<file path="src/rtl/hazard_unit.sv">
// Decode-side hazard unit: tracks in-flight destination registers in a three-entry
// scoreboard (EX, MEM, WB) and derives bypass selects, load-use stalls and curr_rd.
module hazard_unit #(
  parameter int CNT_W = 32
) (
  input  logic             clk,
  input  logic             rst,
  input  logic             id_valid,
  input  logic [4:0]       id_rs1,
  input  logic [4:0]       id_rs2,
  input  logic             id_uses_rs1,
  input  logic             id_uses_rs2,
  input  logic [4:0]       id_rd,
  input  logic             id_we,
  input  logic             id_is_load,
  input  logic             flush,
  output logic             we_stall,
  output logic             we_bypass,
  output logic [1:0]       fwd_rs1,
  output logic [1:0]       fwd_rs2,
  output logic [4:0]       curr_rd,
  output logic [CNT_W-1:0] stall_count
);

  typedef struct packed {
    logic       v;
    logic [4:0] rd;
    logic       we;
    logic       ld;
  } sb_entry_t;

  sb_entry_t ex_q, mem_q, wb_q;
  sb_entry_t ex_d;
  logic      load_hit_rs1, load_hit_rs2;
  logic      unused_wb_ld;

  // The load flag only matters while the entry sits in EX.
  assign unused_wb_ld = wb_q.ld;

  function automatic logic writes_reg(input sb_entry_t e, input logic [4:0] r);
    return e.v && e.we && (e.rd == r) && (r != 5'd0);
  endfunction

  // Youngest producer wins; a load still in EX has no data yet, so look past it.
  function automatic logic [1:0] operand_select(input logic valid, input logic uses,
                                                input logic [4:0] rs,
                                                input sb_entry_t ex,
                                                input sb_entry_t mem,
                                                input sb_entry_t wb);
    logic [1:0] sel;
    sel = 2'b00;
    if (valid && uses && (rs != 5'd0)) begin
      if (writes_reg(ex, rs) && !ex.ld) begin
        sel = 2'b01;
      end else if (writes_reg(mem, rs)) begin
        sel = 2'b10;
      end else if (writes_reg(wb, rs)) begin
        sel = 2'b11;
      end
    end
    return sel;
  endfunction

  always_comb begin
    load_hit_rs1 = id_uses_rs1 && (id_rs1 == ex_q.rd);
    load_hit_rs2 = id_uses_rs2 && (id_rs2 == ex_q.rd);
    we_stall     = id_valid && !flush && ex_q.v && ex_q.ld && ex_q.we &&
                   (ex_q.rd != 5'd0) && (load_hit_rs1 || load_hit_rs2);

    fwd_rs1   = operand_select(id_valid, id_uses_rs1, id_rs1, ex_q, mem_q, wb_q);
    fwd_rs2   = operand_select(id_valid, id_uses_rs2, id_rs2, ex_q, mem_q, wb_q);
    we_bypass = (fwd_rs1 != 2'b00) || (fwd_rs2 != 2'b00);
    curr_rd   = ex_q.v ? ex_q.rd : 5'd0;

    // Stalled or squashed decode instructions enter EX as a bubble.
    ex_d = '0;
    if (id_valid && !we_stall && !flush) begin
      ex_d = '{v: 1'b1, rd: id_rd, we: id_we, ld: id_is_load};
    end
  end

  always_ff @(posedge clk or posedge rst) begin
    if (rst) begin
      ex_q  <= '0;
      mem_q <= '0;
      wb_q  <= '0;
    end else begin
      ex_q  <= ex_d;
      mem_q <= ex_q;
      wb_q  <= mem_q;
    end
  end

  always_ff @(posedge clk or posedge rst) begin
    if (rst) begin
      stall_count <= '0;
    end else if (we_stall && (stall_count != '1)) begin
      stall_count <= stall_count + {{(CNT_W-1){1'b0}}, 1'b1};
    end
  end

endmodule

</file>
<file path="config.mk">
export PLATFORM = sky130hd
export DESIGN_NAME = hazard_unit
export DESIGN_NICKNAME = d
export VERILOG_FILES = /design/src/rtl/hazard_unit.sv
export SDC_FILE = /design/constraint.sdc
export NUM_CORES = 1
export LEC_CHECK = 0
export CORE_MARGIN = 1.5
export CORE_UTILIZATION = 50
export DETAILED_ROUTE_END_ITERATION = 10
export GPL_TIMING_DRIVEN = 0
export MAX_ROUTING_LAYER = met4
export PLACE_DENSITY = 0.8
export SYNTH_ARGS = -nofsm -noshare
export SYNTH_HDL_FRONTEND = slang
export SYNTH_SLANG_ARGS = --single-unit
</file>
<file path="constraint.sdc">
create_clock -name clk -period 2.55 [get_ports clk]
set_input_delay 0.51 -clock clk [delete_from_list [all_inputs] [get_ports clk]]
set_output_delay 0.51 -clock clk [all_outputs]
set_load 0.005 [all_outputs]
</file>
---- Yosys cells after proc, flatten, opt, wreduce, memory -nomap -nowiden ----
Index checks and enable logic that the tools add are counted.
word-level totals
  memories ................................ 0
  input port bits ......................... 23
  memory bits (writable) .................. 0
  logic and storage cells ................. 73
  bits in read-only memories .............. 0
  output and inout bits ................... 43
  bits in latches ......................... 0
  flip-flop bits (word level) ............. 54
cells by class
  multiply operators ...................... 0
  shifts and indexed selects .............. 0
  reduce and logical (&&, ||, !) cells .... 42
  $lt $le $gt $ge ......................... 0
  eq/ne operators ......................... 9
  muxes and demuxes ....................... 10
  add/sub/neg operators ................... 1
  bitwise operators ....................... 0
  div/mod/pow operators ................... 0
operators with widths
  kind                     number
  $eq A5 B5 Y1             8
  $add A32 B1 Y32 const B  1
  $logic_and A1 B1 Y1      32
  $ne A32 B32 Y1 const B   1
  $mux W2                  8
  $reduce_bool A5 Y1       3
  $mux W8                  1
  $mux W5                  1
  $reduce_bool A2 Y1       2
  $logic_not A1 Y1         3
  $logic_or A1 B1 Y1       2

---- Depth between registers and ports, before layout ----
Gate-level depths: netlist of run 1.
  depth after elaboration ................. 11
  gate-level depth with buffers ........... 8
  depth with buffers taken out ............ 7

---- Worst setup path before layout of run 1 ----
OpenSTA, ideal clock, no wires.
  path kind ............................... register -> output
  from .................................... register ex_q[2] in the netlist's numbering
  to ...................................... output we_stall
  data arrival time ....................... 1.728 ns
  cell stages (with the launch flop) ...... 7
  setup slack ............................. 0.312 ns
  required time ........................... 2.040 ns
  path through ............................ dfrtp_1 > or3_1 > o311a_1 > and2_1 > a32oi_2 > buf_4 > inv_1
between the ends
  longest elaborated chain between the ends .. 4
  elaborated cells between the ends (all ways) .. 8
  classes of those cells .................. eq/ne: 2; reduce/logical: 6
ends and longest elaborated chain
  what                                           RTL line  text
  start, declared                                32        sb_entry_t ex_q, mem_q, wb_q;
  start signal, assigned                         84        ex_q <= '0;
  start signal, assigned                         88        ex_q <= ex_d;
  $eq A5 B5 Y1, on equally long branches         65, 66
  $logic_and A1 B1 Y1, on equally long branches  65, 66
  $logic_or A1 B1 Y1                             68        (ex_q.rd != 5'd0) && (load_hit_rs1 || load_hit_rs2);
  $logic_and A1 B1 Y1 *                          68
  end, declared                                  17        output logic we_stall,
Every way passes the cells marked *; elsewhere a longest branch is shown, timed or not.

---- Worst setup path in the final report of run 1 ----
  from .................................... input id_valid
  to ...................................... register stall_count[23]
between the ends
  longest elaborated chain between the ends .. 7
ends and longest elaborated chain
  what                              RTL line  text
  start, declared                   8         input logic id_valid,
  $logic_and A1 B1 Y1 (5 in a row)  67        we_stall = id_valid && !flush && ex_q.v && ex_q.ld && ex_q.we &&
  $logic_and A1 B1 Y1               68
  $logic_and A1 B1 Y1               97        end else if (we_stall && (stall_count != '1)) begin
  end signal, assigned              98        stall_count <= stall_count + {{(CNT_W-1){1'b0}}, 1'b1};
  end, declared                     22        output logic [CNT_W-1:0] stall_count
Every way passes these cells.
A chain may end at the register's enable or synchronous reset.

==> impl_metrics.yaml, run 1 <==
critical_path:
  r2r_slack_ns: 0.02
  crit_end: "stall_count[23]$_DFFE_PP0P_"
  reg2reg_to: "stall_count[23]$_DFFE_PP0P_"
  crit_arrival_ns: 2.86
  worstSetupPathType: "in -> reg"
  end_kind: "register"
  path_max_fanout: 10
  startpoint_type: "primary input"
  cp.required_ns: 2.78
  r2r_cells: 12
  r2r-start: "ex_q[4]$_DFF_PP0_"
  crit_path_start: "id_valid"
synth:
  synth_flop_cell: "dfrtp_1"
  yosysTopAreaCell: "dfrtp_1"
  synth_xor_area_share_pct: 18.8
  syn_nets: 289
  synthMuxAreaShare_pct: 0.410
  synth_top_area_share_pct: 49.2
  synthCells: 265
  synth_compound_area_share_pct: 2.37
  synth_top_family_by_area: "simple AND/OR/NAND/NOR gates"
  yosysMostFrequentCell: "dfrtp_1"
  async_flop_share_pct: 100
  ys_top_cells_by_area: "dfrtp_1 (49%), xor2_1 (12%), xnor2_1 (6.4%)"
  ys_seq_area_share_pct: 49.2
  yosysWarnings: 0
  ys_ff_latch: 54
  avgSynthCellArea_um2: 10.4
  yosysUniqueCellTypes: 32
  synthAdderAreaFrac_pct: 0.455
  netlist_top_cells_count: "dfrtp_1 (54), xor2_1 (39), nor3_1 (22)"
  synth_edf_count: 0
  syn_area_um2: 2750
  synthSimpleGateAreaFrac_pct: 26.2
power_and_ir_drop:
  p_per_area_nw_per_um2: 385
  total_power_mw: 1.56
  irDropWorstVdd_mv: 0.299
  p_leak_nw: 1.76
cts:
  clk_latency_ns: 0.32
  cts_tree: "yes"
  h-tree-depth: 2
  cts.sink_count: 54
  cts_root_buf: "clkbuf_8"
  cts-hold-fix-buffers: 0
  clk_pin_slew_worst_paths_ns: 0.10
  cts_buffers: 5
  clockBufferDepth: 2
placed_design:
  placed_cells: 401
  placed_area_um2: 3510
  place_congestion: 0.972
  port_buffers: 65
  dp_hpwl_um: 4750
route:
  drt_iter0_markers: 239
  drt_wl_total_um: 7700
  drtPass1Iterations: 4
  drc_errors: 0
  avgRoutedWirePerCell_um: 18.3
  avgViaCountPerCell: 5.79
  postRouteAntennaNets: 0
  vias: 2445
die:
  dieArea_um2: 5950
  num_io_pins: 66
  fp.dieH_um: 77.1
  placementRows: 26
  fp.dieW_um: 77.1
  core-area_um2: 5200
  initial_core_util_pct: 52.8
global_route:
  antenna_found_initial: 0
  globalRouteTotalUtil_pct: 26.7
  grt_pass1_wl_um: 12100
  grt_pass1_vias: 2408
  overflow: 0
  grt_max_degree: 46
layout:
  final_layout_size_suffix_gt1_share_pct: 25.9
  postLayoutCellArea_um2: 4060
  antenna-diode-count: 0
  final_cells: 422
  fin_nets: 375
  n_fill_cell: 323
  syn2layout_area_growth_pct: 47.6
timing:
  slew_viol_final: 0
  max_freq_mhz: 381
  rsz0062_at_grt: "yes"
  layout_setup_ws_ns: -0.0758
  min_period_ns: 2.63
  tightestPinTransition_ns: 0.791
  relSlewSlack_pct: 46.8
  hold_viol: 0
  finalCritPeriodShare_pct: 103
  skew_ns: 0.00422
  setup-violations-final: 6
job:
  drv_cap: 0
hold_path:
  hp-class: "reg -> reg"
run_status:
  violations: "setup timing"
  status: "finished with violations"
[where the power goes]
group          total [mW]  internal (mW)  leakage, nW  switching [mW]
Sequential          0.885          0.870        0.727          0.0155
Combinational       0.164         0.0772        0.986          0.0868
Clock               0.513          0.203       0.0491           0.310
[cells by family (layout without fill, tap and decap cells)]
logic type / Yosys count / after routing
flops: 54 / 54
mux: 1 / 1
xor+xnor: 59 / 59
compound gates: 8 / 8
simple gates: 127 / 127
buf+inv: 15 / 102
fa+ha+maj: 1 / 1
[metal layers]
layer	GRT usage, %	vias to the layer above	wire length (um)
met1	36.2	1201	3270
li1	-	1106	-
met2	41.8	114	3780
met4	7.45	0	188
met5	-	-	0
met3	4.40	24	464
[sequential cells by signal, indices dropped and copies added, names as in the netlist]
signal / flops
ex_q: 8
mem_q: 7
stall_count: 32
wb_q: 7
[critical path, stage by stage]
cell and delay, ns:
clkdlybuf4s50_1 0.57, and4b_1 0.24, o311a_4 0.22, and2_4 0.15, a32oi_4 0.06, buf_4 0.15, buf_4 0.14, clkbuf_4 0.24
nor4_2 0.36, xor2_1 0.21
[stage by stage]
step / setup slack (ns) / util [%] / hold WS (ns) / setup TNS (ns)
after floorplan: 0.312 / - / 0.354 / 0
after global placement: -0.960 / 67.0 / 0.357 / -18.62
after detailed placement: -0.978 / 67.4 / 0.358 / -7.91
after CTS: -0.0796 / 73.6 / 0.383 / -0.120
after global routing: -0.165 / 77.9 / 0.405 / -1.39
final: -0.0758 / 77.9 / 0.383 / -0.225
[how the worst min path moves through the flow]
stage,start,slack (ns),cells after the start,end
finish,mem_q[1]$_DFF_PP0_,0.38,0,wb_q[1]$_DFF_PP0_
global route,mem_q[1]$_DFF_PP0_,0.40,0,wb_q[1]$_DFF_PP0_
CTS,mem_q[1]$_DFF_PP0_,0.38,0,wb_q[1]$_DFF_PP0_
detailed placement,mem_q[1]$_DFF_PP0_,0.36,0,wb_q[1]$_DFF_PP0_
global placement,mem_q[1]$_DFF_PP0_,0.36,0,wb_q[1]$_DFF_PP0_
floorplan,mem_q[1]$_DFF_PP0_,0.35,0,wb_q[1]$_DFF_PP0_
[repair_timing]
action	CTS	global route
pin swaps	13	17
gates cloned	0	0
endpoints found under the setup margin	6	31
setup buffers	12	2
gates resized for setup	61	60
[cell usage in the layout, fill, tap and decap left out, types with 3 or more instances in the layout]
| master | instances |
|---|---|
| dfrtp_1 | 51 |
| and2_1 | 13 |
| buf_6 | 3 |
| nand3_1 | 13 |
| nor2_1 | 11 |
| and4_1 | 4 |
| clkbuf_2 | 4 |
| dfrtp_2 | 3 |
| nor4_4 | 7 |
| nor4_2 | 7 |
| xnor2_1 | 14 |
| clkbuf_8 | 5 |
| xor2_1 | 39 |
| buf_4 | 14 |
| buf_2 | 8 |
| clkdlybuf4s50_1 | 49 |
| xnor2_2 | 4 |
| nand4_1 | 12 |
| nor4b_4 | 5 |
| inv_1 | 6 |
| nand2_1 | 15 |
| nor3_1 | 18 |
[area by class of cell]
| class | count | area [um2] | share of cell area [%] |
|---|---|---|---|
| Clock buffer | 5 | 68.8 | 1.70 |
| Sequential cell | 54 | 1360 | 33.4 |
| Inverter | 8 | 30.0 | 0.740 |
| Tap cell | 70 | 87.6 | 2.16 |
| Timing Repair Buffer | 79 | 723 | 17.8 |
| Buffer | 7 | 51.3 | 1.26 |
| Multi-Input combinational cell | 196 | 1710 | 42.3 |
| Clock inverter | 3 | 26.3 | 0.648 |
Note: power is estimated with default switching activity, not from simulation.
==> run 2, diff against run 1 <==
--- a/config.mk
+++ b/config.mk
@@ -7,6 +7,7 @@
 export LEC_CHECK = 0
 export CORE_MARGIN = 1.5
 export CORE_UTILIZATION = 50
+export CTS_CLUSTER_DIAMETER = 150
 export DETAILED_ROUTE_END_ITERATION = 10
 export GPL_TIMING_DRIVEN = 0
 export MAX_ROUTING_LAYER = met4
==> constraint.sdc (replaced) <==
create_clock -name clk -period 3.2 [get_ports clk]
set_input_delay 0.64 -clock clk [delete_from_list [all_inputs] [get_ports clk]]
set_output_delay 0.64 -clock clk [all_outputs]
set_load 0.005 [all_outputs]
==> run 2 against run 1 <==
Effect of this change:
- the flow now finishes without violations
- wire length is 10% lower
- clock power is 22% lower
- total power is 22% lower
- register-to-register slack better by 0.73 ns
- sequential power is 20% lower
- final cell count is 0.47% lower
- core utilization is 5.5 points lower
- largest power group unchanged
- non-clock buffer count is 2 lower
- sequential share of layout area is 2.5 points higher
==> impl_metrics.yaml, run 2 (synthesis gave the netlist of run 1 again) <==
timing:
  min_period_ns: 3.19
  relSlewSlack_pct: 47.7
  hold_viol: 0
  tightestPinTransition_ns: 0.777
  finalSetupTns_ns: 0
  finalCritPeriodShare_pct: 99.8
  max_freq_mhz: 313
  skew_ns: 0.00538
  rsz0062_at_grt: "yes"
  setup-violations-final: 0
  slew_viol_final: 0
global_route:
  grt_pass1_vias: 2309
  grt_pass1_wl_um: 11600
  grt_max_degree: 46
  antenna_found_initial: 0
  overflow: 0
  globalRouteTotalUtil_pct: 25.4
power_and_ir_drop:
  p_leak_nw: 1.72
  seqPwrFrac_pct: 58.0
  pwr-share-comb_pct: 9.0
  switching_share_pct: 25.6
  total_power_mw: 1.22
  irDropWorstVdd_mv: 0.237
  p_int_mw: 0.905
  p_clk_share_pct: 33.0
  p_sw_mw: 0.311
  p_per_area_nw_per_um2: 323
cts:
  cts_buffers: 5
  cts.sink_count: 54
  clk_pin_slew_worst_paths_ns: 0.10
  clk_latency_ns: 0.31
  h-tree-depth: 2
  clockBufferDepth: 2
  cts_tree: "yes"
  cts_root_buf: "clkbuf_8"
die:
  initial_core_util_pct: 52.8
  dieArea_um2: 5950
  placementRows: 26
  fp.dieW_um: 77.1
  core-area_um2: 5200
  num_io_pins: 66
  fp.dieH_um: 77.1
critical_path:
  crit_arrival_ns: 2.55
  r2r-start: "ex_q[2]$_DFF_PP0_"
  cp.required_ns: 2.56
  r2r_slack_ns: 0.75
  startpoint_type: "primary input"
  end_kind: "output pin"
  reg2reg_to: "stall_count[4]$_DFFE_PP0P_"
  r2r_cells: 11
  path_max_fanout: 4
  worstSetupPathType: "in -> out"
route:
  avgRoutedWirePerCell_um: 16.5
  drtPass1Iterations: 4
  drt_wl_total_um: 6910
  drt_iter0_markers: 213
  vias: 2354
  postRouteAntennaNets: 0
  drc_errors: 0
  avgViaCountPerCell: 5.60
hold_path:
  min-delay-start: "mem_q[1]$_DFF_PP0_"
  hold_depth: 0
  hold_end: "wb_q[1]$_DFF_PP0_"
  hp-class: "reg -> reg"
layout:
  largest_reg_flops: 32
  layout_commonest_cell: "clkdlybuf4s50_1"
  largestRegisters: "stall_count: 32 flops, ex_q: 8 flops"
  syn2layout_area_growth_pct: 37.2
  regMostFlops: "stall_count"
  layout_common_cells: "clkdlybuf4s50_1 (54), dfrtp_1 (53), xor2_1 (39), xnor2_1 (20), nor3_1 (19)"
  fin_nets: 373
  final_layout_size_suffix_gt1_share_pct: 15.4
  post-route-util_pct: 72.4
  n_fill_cell: 397
  antenna-diode-count: 0
placed_design:
  port_buffers: 65
  place_congestion: 0.972
  dp_hpwl_um: 4750
job:
  drv_cap: 0
run_status:
  status: "finished, final reports clean"
-- run 2: cell types whose count changed in the layout (fill, tap and decap cells not counted), moves of 3 or more --
| cell | change |
|---|---|
| nor4_1 | +10 |
| nor4_4 | -6 |
| xnor2_1 | +6 |
| clkdlybuf4s50_1 | +5 |
| nor4_2 | -4 |
| xnor2_2 | -4 |
| buf_2 | -3 |
| clkbuf_2 | +3 |
| nor4b_1 | +3 |
| nor4b_4 | -3 |
-- run 2: metrics by stage --
stage / instance area (um2) / std cells / worst slack [ns] / hold slack, ns
finish: 3770 / 420 / 0.00719 / 0.383
global route: 3770 / 420 / -0.0757 / 0.405
CTS: 3720 / 413 / 0.0110 / 0.383
detailed placement: 3510 / 401 / -0.588 / 0.358
global placement: 3490 / 400 / -0.570 / 0.357
floorplan: 2750 / 265 / 0.793 / 0.354
-- run 2: how the worst max path moves through the flow --
| stage | from | end | slack, ns | cells past startpoint |
|---|---|---|---|---|
| 2_1_floorplan | id_rs1[4] | we_bypass | 0.79 | 6 |
| 3_3_place_gp | id_rs1[4] | we_bypass | -0.57 | 8 |
| 3_5_place_dp | id_rs1[1] | we_bypass | -0.59 | 8 |
| 4_1_cts | id_rs1[1] | we_bypass | 0.01 | 8 |
| 5_1_grt | id_rs2[0] | we_bypass | -0.08 | 8 |
| 6_report | id_rs2[0] | we_bypass | 0.007 | 8 |
-- run 2: area by class of cell --
cell class              count  area [um2]  share of cell area (%)
multi-input cells         196        1440                    38.3
flip-flops and latches     54        1350                    35.9
repair buffers             77         717                    19.0
well taps                  70        87.6                    2.32
clock buffers               5        68.8                    1.83
plain buffers               7        43.8                    1.16
inverters                   8        30.0                   0.797
clock inverters             3        26.3                   0.697
-- run 2: power groups by stage --
| stage | Sequential (mW) | Combinational [mW] | Clock [mW] |
|---|---|---|---|
| after floorplan | 0.715 | 0.0483 | 0 |
| after global placement | 0.718 | 0.0953 | 0 |
| after detailed placement | 0.719 | 0.101 | 0 |
| after CTS | 0.706 | 0.104 | 0.407 |
| after global routing | 0.707 | 0.119 | 0.439 |
| final | 0.705 | 0.109 | 0.401 |
-- run 2: layer usage --
metal | global-route usage, % | routed length (um)
met2 | 38.5 | 3280
met1 | 34.9 | 3100
met4 | 8.00 | 180
met3 | 4.52 | 355
met5 | - | 0
-- run 2: critical path: stages --
cell             delay (ns)
dlygate4sd2_1          0.30
xnor2_1                0.19
nand3_1                0.16
nor3_4                 0.22
nor4b_4                0.29
nor3_1                 0.10
o22ai_1                0.13
clkdlybuf4s50_1        0.52
-- run 2: repair_timing --
item / 4_1_cts / 5_1_grt
cloned: 0 / 0
setup endpoints to repair: 6 / 6
hold buffers: 0 / 0
buffers inserted: 4 / 7
resized for setup: 26 / 21
pin swaps: 4 / 9
==> run 3, diff against run 2 <==
--- a/config.mk
+++ b/config.mk
@@ -7,6 +7,7 @@
 export LEC_CHECK = 0
 export CORE_MARGIN = 1.5
 export CORE_UTILIZATION = 50
+export CTS_BUF_LIST = sky130_fd_sc_hd__clkbuf_8
 export CTS_CLUSTER_DIAMETER = 150
 export DETAILED_ROUTE_END_ITERATION = 10
 export GPL_TIMING_DRIVEN = 0
==> results of run 3 <==
The final DEF is identical to that of run 2; final timing and power are the same.
==> variant: new RTL, flow settings as in run 1 <==
The parameter `CNT_W` goes from 32 to 28.
--- a/src/rtl/hazard_unit.sv
+++ b/src/rtl/hazard_unit.sv
@@ -2,5 +2,5 @@
 // scoreboard (EX, MEM, WB) and derives bypass selects, load-use stalls and curr_rd.
 module hazard_unit #(
-  parameter int CNT_W = 32
+  parameter int CNT_W = 28
 ) (
   input  logic             clk,
Interface: changed (resized stall_count); port bits go from 66 to 62. No check against the original RTL was run, so the function may have changed too.
==> variant against run 1 <==
Area after synthesis fell by 9.1%. Fmax rose by 5.7%. Final area fell by 14%. Sequential cell count fell by 4. Worst setup slack improved by 140 ps. Wire length fell by 27%. Sequential share of layout area rose by 2.4 points. Total power fell by 6.5%. Register-to-register slack improved by 420 ps. Critical endpoint is now we_stall. Largest cell class unchanged. Largest power group unchanged.
==> variant: results (changes against run 1) <==
metric	value	unit	change
ff2ff_path_depth	9		-3
wl_met2	2.73	mm	-28%
p_leak	1.56	nW	-11%
largestRegisters	stall_count x28, ex_q x8		
crit_arrival	1970	ps	-890 ps
final_layout_size_suffix_gt1_share	18.6	%	-7.3 points
largest_register_ffs	28		-13%
fin_hold_ws	380	ps	-2.47 ps
vdd.ir_drop.worst	0.000365	V	+22%
yosys.area_share.adder	0.501	%	+0.046 points
port_buffers	61		-6.2%
finalClockSkew	7.05	ps	+2.83 ps
status	complete, no violations		
slowest_delay	540	ps	-30 ps
r2r_end	stall_count[25]		
drt_iter0_drc	79		-67%
grtUsageMet3	3.84	%	-0.56 points
period_share	97.4	%	-5.6 points
placed_cell_area	3210	sq um	-8.4%
synth-seq-area-share	50.1	%	+0.92 points
synthXorXnorAreaFrac	20.0	%	+1.2 points
post_drt_via_cell_ratio	5.08		-12%
path_delay_family	simple AND/OR/NAND/NOR gates		
place_ws	-641	ps	+337 ps
syn_nets	265		-8.3%
post_cts_buffers	10		-2
synth_compound_area_share	1.50	%	-0.86 points
fin_nets	346		-7.7%
via_count	1983		-19%
path_class	register to output pin		
grt_pass1_wl	9.25	mm	-24%
clkLatencyLatePin	300	ps	-20 ps
synth_area_leaders	dfrtp_1 (50%), xor2_1 (11%), xnor2_1 (9.5%)		
-- variant: area by class of cell --
| type | count | area share, % |
|---|---|---|
| Sequential cell | 50 | 35.8 |
| Clock inverter | 2 | 0.464 |
| Timing Repair Buffer | 74 | 20.3 |
| Multi-Input combinational cell | 186 | 38.0 |
| Inverter | 2 | 0.214 |
| Tap cell | 67 | 2.39 |
| Clock buffer | 6 | 2.35 |
| Buffer | 3 | 0.428 |
-- variant: power by group --
| part | switching (mW) | internal (mW) |
|---|---|---|
| combinational | 0.0745 | 0.0700 |
| sequential | 0.0149 | 0.807 |
| clock | 0.271 | 0.224 |
| total | 0.361 | 1.10 |
-- variant: worst register-to-register path, cell delays in order, from the launching register on --
cell and delay, ps:
dfrtp_2 450, buf_4 150, xor2_1 150, nor2_1 180, a32o_2 220, buf_4 130
and3_4 200, buf_2 220, nand4_1 140, xnor2_1 160
